$ cat src/rtl/counter_ctrl_if.sv
// counter_ctrl_if
//   Command channel between a register/command master and counter_ctrl.
//   Ports (signals):
//     cmd_valid  master -> slave  command present
//     cmd_ready  slave  -> master command accepted when valid & ready
//     cmd_op     master -> slave  0 LOAD, 1 START, 2 STOP, 3 CLEAR
//     cmd_data   master -> slave  limit value for LOAD
`timescale 1ns/1ps

interface counter_ctrl_if #(
  parameter int WIDTH = 4
);
  logic             cmd_valid;
  logic             cmd_ready;
  logic [1:0]       cmd_op;
  logic [WIDTH-1:0] cmd_data;

  modport master (
    output cmd_valid,
    output cmd_op,
    output cmd_data,
    input  cmd_ready
  );

  modport slave (
    input  cmd_valid,
    input  cmd_op,
    input  cmd_data,
    output cmd_ready
  );
endinterface

$ cat src/rtl/counter_ctrl.sv
// counter_ctrl
//   Command-driven sequencer for a WIDTH-bit up-counter with a programmable
//   terminal limit. One-shot or periodic operation, pause/resume/clear and
//   terminal-event reporting.
//   Ports:
//     clk, rst       clock, asynchronous active-high reset
//     cmd            command channel (counter_ctrl_if.slave)
//     mode_periodic  sampled at each match: 1 periodic, 0 one-shot
//     count          current count (registered)
//     busy           high while in RUN
//     done_pulse     one-cycle pulse per terminal match
//     wrap_cnt       periodic match count, saturating at 255
//   Optional build macro: COUNTER_CTRL_PRESCALE_EN enables a divide-by-PRE_DIV
//   prescaler that gates count steps and match evaluation in RUN.
//
//   state | meaning
//   IDLE  | cleared, waiting for START
//   RUN   | counting toward limit
//   PAUSE | stopped, count held, START resumes
//   DONE  | one-shot match reached, count held at limit
`timescale 1ns/1ps

module counter_ctrl #(
  parameter int WIDTH   = 4,
  parameter int PRE_DIV = 4
) (
  input  logic               clk,
  input  logic               rst,
  counter_ctrl_if.slave      cmd,
  input  logic               mode_periodic,
  output logic [WIDTH-1:0]   count,
  output logic               busy,
  output logic               done_pulse,
  output logic [7:0]         wrap_cnt
);

  localparam logic [1:0] ST_IDLE  = 2'd0;
  localparam logic [1:0] ST_RUN   = 2'd1;
  localparam logic [1:0] ST_PAUSE = 2'd2;
  localparam logic [1:0] ST_DONE  = 2'd3;

  localparam logic [1:0] OP_LOAD  = 2'd0;
  localparam logic [1:0] OP_START = 2'd1;
  localparam logic [1:0] OP_STOP  = 2'd2;
  localparam logic [1:0] OP_CLEAR = 2'd3;

  logic [1:0]       state_q, state_d;
  logic [WIDTH-1:0] count_q, count_d;
  logic [WIDTH-1:0] limit_q, limit_d;
  logic [7:0]       wrap_q, wrap_d;
  logic             done_q, done_d;

  logic cmd_acc;
  logic op_start, op_stop, op_clear;
  logic tick;

`ifdef COUNTER_CTRL_PRESCALE_EN
  localparam int PSW = (PRE_DIV > 1) ? $clog2(PRE_DIV) : 1;
  localparam logic [PSW-1:0] PS_LAST = PSW'(PRE_DIV - 1);

  logic [PSW-1:0] presc_q, presc_d;

  assign tick = (presc_q == PS_LAST);
`else
  logic unused_pre_div;

  assign unused_pre_div = (PRE_DIV == 0);
  assign tick = 1'b1;
`endif

  // LOAD would change the limit under a running compare, so it stalls in RUN.
  assign cmd.cmd_ready = !((state_q == ST_RUN) && (cmd.cmd_op == OP_LOAD));
  assign cmd_acc       = cmd.cmd_valid && cmd.cmd_ready;
  assign op_start      = cmd_acc && (cmd.cmd_op == OP_START);
  assign op_stop       = cmd_acc && (cmd.cmd_op == OP_STOP);
  assign op_clear      = cmd_acc && (cmd.cmd_op == OP_CLEAR);

  always_comb begin
    state_d = state_q;
    count_d = count_q;
    limit_d = limit_q;
    wrap_d  = wrap_q;
    done_d  = 1'b0;
`ifdef COUNTER_CTRL_PRESCALE_EN
    presc_d = presc_q;
`endif

    if (cmd_acc && (cmd.cmd_op == OP_LOAD)) begin
      limit_d = cmd.cmd_data;
    end

    case (state_q)
      ST_IDLE: begin
        if (op_start) begin
          state_d = ST_RUN;
          count_d = '0;
`ifdef COUNTER_CTRL_PRESCALE_EN
          presc_d = '0;
`endif
        end
      end

      ST_RUN: begin
        if (op_clear) begin
          // CLEAR wins over a coincident match: no pulse, no wrap increment.
          state_d = ST_IDLE;
          count_d = '0;
          wrap_d  = '0;
`ifdef COUNTER_CTRL_PRESCALE_EN
          presc_d = '0;
`endif
        end else if (tick && (count_q == limit_q)) begin
          done_d = 1'b1;
`ifdef COUNTER_CTRL_PRESCALE_EN
          presc_d = '0;
`endif
          if (mode_periodic) begin
            count_d = '0;
            if (wrap_q != 8'hFF) begin
              wrap_d = wrap_q + 8'd1;
            end
            // A STOP on the match edge still lets the wrap complete.
            if (op_stop) begin
              state_d = ST_PAUSE;
            end
          end else begin
            state_d = ST_DONE;
          end
        end else if (op_stop) begin
          state_d = ST_PAUSE;
        end else begin
`ifdef COUNTER_CTRL_PRESCALE_EN
          if (tick) begin
            count_d = count_q + 1'b1;
            presc_d = '0;
          end else begin
            presc_d = presc_q + 1'b1;
          end
`else
          count_d = count_q + 1'b1;
`endif
        end
      end

      ST_PAUSE: begin
        if (op_clear) begin
          state_d = ST_IDLE;
          count_d = '0;
          wrap_d  = '0;
`ifdef COUNTER_CTRL_PRESCALE_EN
          presc_d = '0;
`endif
        end else if (op_start) begin
          state_d = ST_RUN;
        end
      end

      ST_DONE: begin
        if (op_clear) begin
          state_d = ST_IDLE;
          count_d = '0;
          wrap_d  = '0;
`ifdef COUNTER_CTRL_PRESCALE_EN
          presc_d = '0;
`endif
        end else if (op_start) begin
          state_d = ST_RUN;
          count_d = '0;
`ifdef COUNTER_CTRL_PRESCALE_EN
          presc_d = '0;
`endif
        end
      end

      default: begin
        state_d = ST_IDLE;
      end
    endcase
  end

  always_ff @(posedge clk or posedge rst) begin
    if (rst) begin
      state_q <= ST_IDLE;
      count_q <= '0;
      limit_q <= '1;
      wrap_q  <= '0;
      done_q  <= 1'b0;
    end else begin
      state_q <= state_d;
      count_q <= count_d;
      limit_q <= limit_d;
      wrap_q  <= wrap_d;
      done_q  <= done_d;
    end
  end

`ifdef COUNTER_CTRL_PRESCALE_EN
  always_ff @(posedge clk or posedge rst) begin
    if (rst) begin
      presc_q <= '0;
    end else begin
      presc_q <= presc_d;
    end
  end
`endif

  assign count      = count_q;
  assign busy       = (state_q == ST_RUN);
  assign done_pulse = done_q;
  assign wrap_cnt   = wrap_q;

endmodule

$ cat src/flat_wrapper.sv
// flat-port wrapper written by rule: the top's interface ports become plain ports
module counter_ctrl_flat 
#(
  parameter int WIDTH   = 4,
  parameter int PRE_DIV = 4
)
  (clk, rst, mode_periodic, count, busy, done_pulse, wrap_cnt, cmd_cmd_valid, cmd_cmd_op, cmd_cmd_data, cmd_cmd_ready);
  counter_ctrl_if #(.WIDTH(WIDTH)) cmd_i ();
  input  logic clk;
  input  logic rst;
  input  logic mode_periodic;
  output logic [WIDTH-1:0] count;
  output logic busy;
  output logic done_pulse;
  output logic [7:0] wrap_cnt;
  input wire logic [$bits(cmd_i.cmd_valid)-1:0] cmd_cmd_valid;
  input wire logic [$bits(cmd_i.cmd_op)-1:0] cmd_cmd_op;
  input wire logic [$bits(cmd_i.cmd_data)-1:0] cmd_cmd_data;
  output wire logic [$bits(cmd_i.cmd_ready)-1:0] cmd_cmd_ready;
  assign cmd_i.cmd_valid = cmd_cmd_valid;
  assign cmd_i.cmd_op = cmd_cmd_op;
  assign cmd_i.cmd_data = cmd_cmd_data;
  assign cmd_cmd_ready = cmd_i.cmd_ready;
  counter_ctrl #(.WIDTH(WIDTH), .PRE_DIV(PRE_DIV)) u_core (.clk(clk), .rst(rst), .cmd(cmd_i), .mode_periodic(mode_periodic), .count(count), .busy(busy), .done_pulse(done_pulse), .wrap_cnt(wrap_cnt));
endmodule
$ cat config.mk
export PLATFORM = sky130hd
export DESIGN_NAME = counter_ctrl_flat
export DESIGN_NICKNAME = d
export VERILOG_FILES = /design/src/rtl/counter_ctrl_if.sv /design/src/rtl/counter_ctrl.sv /design/src/flat_wrapper.sv
export SDC_FILE = /design/constraint.sdc
export NUM_CORES = 1
export LEC_CHECK = 0
export ABC_AREA = 0
export BUFFER_PORTS_ARGS = -buffer_cell sky130_fd_sc_hd__buf_2
export CORE_ASPECT_RATIO = 1.2
export CORE_MARGIN = 1.5
export CORE_UTILIZATION = 54
export DETAILED_ROUTE_END_ITERATION = 12
export PLACE_DENSITY = 0.85
export SKIP_LAST_GASP = 1
export SYNTH_ARGS = -nofsm -noshare
export SYNTH_HDL_FRONTEND = slang
export SYNTH_SLANG_ARGS = --single-unit
$ cat constraint.sdc
create_clock -name clk -period 2.4 [get_ports clk]
set_input_delay 0.48 -clock clk [delete_from_list [all_inputs] [get_ports clk]]
set_output_delay 0.48 -clock clk [all_outputs]
set_load 0.02 [all_outputs]
==> results.json <==
{
  "path_cells": "ha_1 > nand4_1 > or3b_1 > o311a_1 > a311o_1",
  "grt_pass1_vias": 1127,
  "period_needed_ns": 2.200,
  "clk-insertion-delay-late_ns": 0.30,
  "worst_slack_ns": 0.2004,
  "synth_ff_type": "dfrtp_1",
  "post-place-ws_ns": 0.2374,
  "post_dp_cell_area_mm2": 0.001379,
  "worstSetupPathType": "reg2reg",
  "synth_seq_cells": 19,
  "cp_max_fo": 16,
  "cap_violations": 0,
  "fin_area_mm2": 0.001405,
  "hpwl_um": 2090,
  "rsz0062_at_grt": "no",
  "vias": 1163,
  "vias_per_cell": 6.121,
  "synth_fp_nets": 148,
  "hold_path_class": "in2async",
  "yosysMostFrequentCell": "dfrtp_1",
  "netlist_top_cells_area": "dfrtp_1 (30%), dfstp_2 (8.4%), nand2_1 (4.2%)",
  "die_height_um": 55.71,
  "worstSetupEndpointType": "register",
  "cts_max_level": 1,
  "p_leak_nw": 0.6102,
  "chipWidth_um": 46.92,
  "syn2layout_area_growth_pct": 12.41,
  "dieArea_mm2": 0.002614,
  "synthDistinctLibCells": 46,
  "cts_resized": 0,
  "path_clk_slew_ns": 0.11,
  "reg2reg_depth": 5,
  "cts_tree": "done",
  "postRouteAntennaNets": 0,
  "final-setup-viol-count": 0,
  "grt-ovfl-total": 0,
  "cts_buffer_depth": 2,
  "rows": 18,
  "boundaryPins": 25,
  "post_drt_wl_per_cell_um": 14.77,
  "cts.sinks": 19,
  "timing.final.hold_violations": 0,
  "worst_slew_pin_slew_ns": 0.7061,
  "fin_util_pct": 66.37,
  "synth_area_mm2": 0.001250,
  "layout.nets": 173,
  "synth_common_cells": "dfrtp_1 (15), nand2_1 (14), nand3_1 (10), nor2_1 (10), inv_1 (7)",
  "async_flop_share_pct": 100.0,
  "core_area_mm2": 0.002117,
  "place.gp.congestion": 0.8738,
  "critPathSlowestCell": "or3b_1",
  "tns_ns": 0,
  "drtIter0Drc": 40,
  "numPortBuffers": 24,
  "root_buffer": "clkbuf_4",
  "yosys_warnings": 0,
  "worstPathArrival_ns": 2.39,
  "start_util_pct": 59.04,
  "fmax_ghz": 0.4546,
  "cts_setup_buffers": 0,
  "yosysSeqAreaShare_pct": 38.44,
  "firstDrtPassIters": 4,
  "synthCells": 136,
  "synth_top_area_share_pct": 30.03,
  "cp_top_family": "simple AND/OR/NAND/NOR gates",
  "critical_path_required_ns": 2.59,
  "p_per_area_mw_per_mm2": 1276,
  "fin_crit_sh_pct": 91.65,
  "finalClockSkew_ns": 0.001772,
  "ir_drop_v": 0.0007154,
  "status": "completed",
  "track_usage_pct": 25.13,
  "grt_pass1_wl_um": 4885,
  "drive_gt1_share_pct": 29.38,
  "synth_top_area_cell": "dfrtp_1",
  "critical_path_buf_inv_count": 0,
  "slew_violations": 0,
  "hold_buffers": 0,
  "slew-limit-headroom_pct": 52.87,
  "grt_max_degree": 20,
  "timing.reg2reg.setup_slack_ns": 0.20,
  "max_stage_delay_ns": 0.57,
  "cts_buffers": 3,
  "drc": 0,
  "syn_avg_cell_area_um2": 9.191,
  "antenna_found_initial": 0,
  "synth_edf_count": 0,
  "diodes": 0,
  "start_kind": "register",
  "path_depth": 5,
  "routed_wl_um": 2807
}
state kept, by name, indices dropped and copies added, names as in the netlist:
signal and flops:
u_core.wrap_cnt 8, u_core.done_pulse 1, u_core.limit_q 4, u_core.count 4, u_core.state_q 2
metrics by stage:
step	hold slack, ns	cells	power (W)
floorplan	0.4282	136	0.001355
global placement	0.5677	186	0.001572
detailed placement	0.5818	186	0.001623
CTS	0.2983	190	0.001793
global route	0.3645	190	0.001928
finish	0.2674	190	0.001793
worst register-to-register path: cells and delay by family, from the launching register on:
family / cells / cell delay, ns
adders and majority gates: 1 / 0.29
and+or+nand+nor: 2 / 0.67
AOI/OAI and AO/OA: 2 / 0.67
DFF: 1 / 0.46
where the power goes:
group / leakage (nW) / switching, W / internal [W]
logic: 0.373 / 0.000548 / 0.000409
registers: 0.222 / 0.000190 / 0.000477
clock network: 0.0150 / 0.000103 / 0.0000649
routing by layer:
metal | up-vias | GRT usage, % | wire, um | part of all wire [%]
li1 | 559 | - | - | -
met1 | 540 | 34.10 | 1173 | 42
met2 | 56 | 38.75 | 1367 | 49
met3 | 8 | 4.870 | 200 | 7.1
met4 | 0 | 9.127 | 65 | 2.3
met5 | - | 0 | 0 | 0
placed cells by master, fill, tap and decap left out, types with 2 or more instances in the layout:
master	n
buf_2	24
dfrtp_1	15
nand2_1	14
nand3_1	10
nor2_1	10
inv_1	7
xnor2_1	5
a21oi_1	5
o41a_1	4
o311ai_0	4
o21ai_0	4
mux2_2	4
dfstp_2	4
nor3_1	3
o211ai_1	3
o21ai_1	3
clkbuf_4	3
buf_4	3
o22ai_1	2
nand2b_1	2
a211o_2	2
a2bb2oi_1	2
nor4b_1	2
ha_1	2
area by class of cell:
cell class | count | area [um^2]
Clock buffer | 4 | 26.28
Fill cell | 202 | 711.9
Inverter | 7 | 26.28
Multi-Input combinational cell | 103 | 691.9
Sequential cell | 19 | 480.5
Tap cell | 30 | 37.54
Timing Repair Buffer | 27 | 142.6
final timing paths:
path                               startpoint                 end
setup / recovery           u_core.wrap_cnt[0]  u_core.wrap_cnt[2]
hold / removal                            rst  u_core.wrap_cnt[5]
setup reg to reg           u_core.wrap_cnt[0]  u_core.wrap_cnt[2]
hold reg to reg            u_core.wrap_cnt[7]  u_core.wrap_cnt[7]
max in group asynchronous                 rst   u_core.state_q[1]
min in group clk              cmd_cmd_data[0]   u_core.limit_q[0]
kinds of logic (layout without fill, tap and decap cells):
logic type | Yosys count | count (layout) | share of synthesized area [%]
muxes | 5 | 5 | 4.404
adders and majority gates | 2 | 2 | 2.002
AOI/OAI and AO/OA | 37 | 37 | 22.62
and+or+nand+nor | 54 | 54 | 22.83
DFF | 19 | 19 | 38.44
xor gates and xnor gates | 5 | 5 | 3.503
buffers and inverters | 14 | 38 | 6.206
Note: power is estimated with default switching activity, not from simulation.
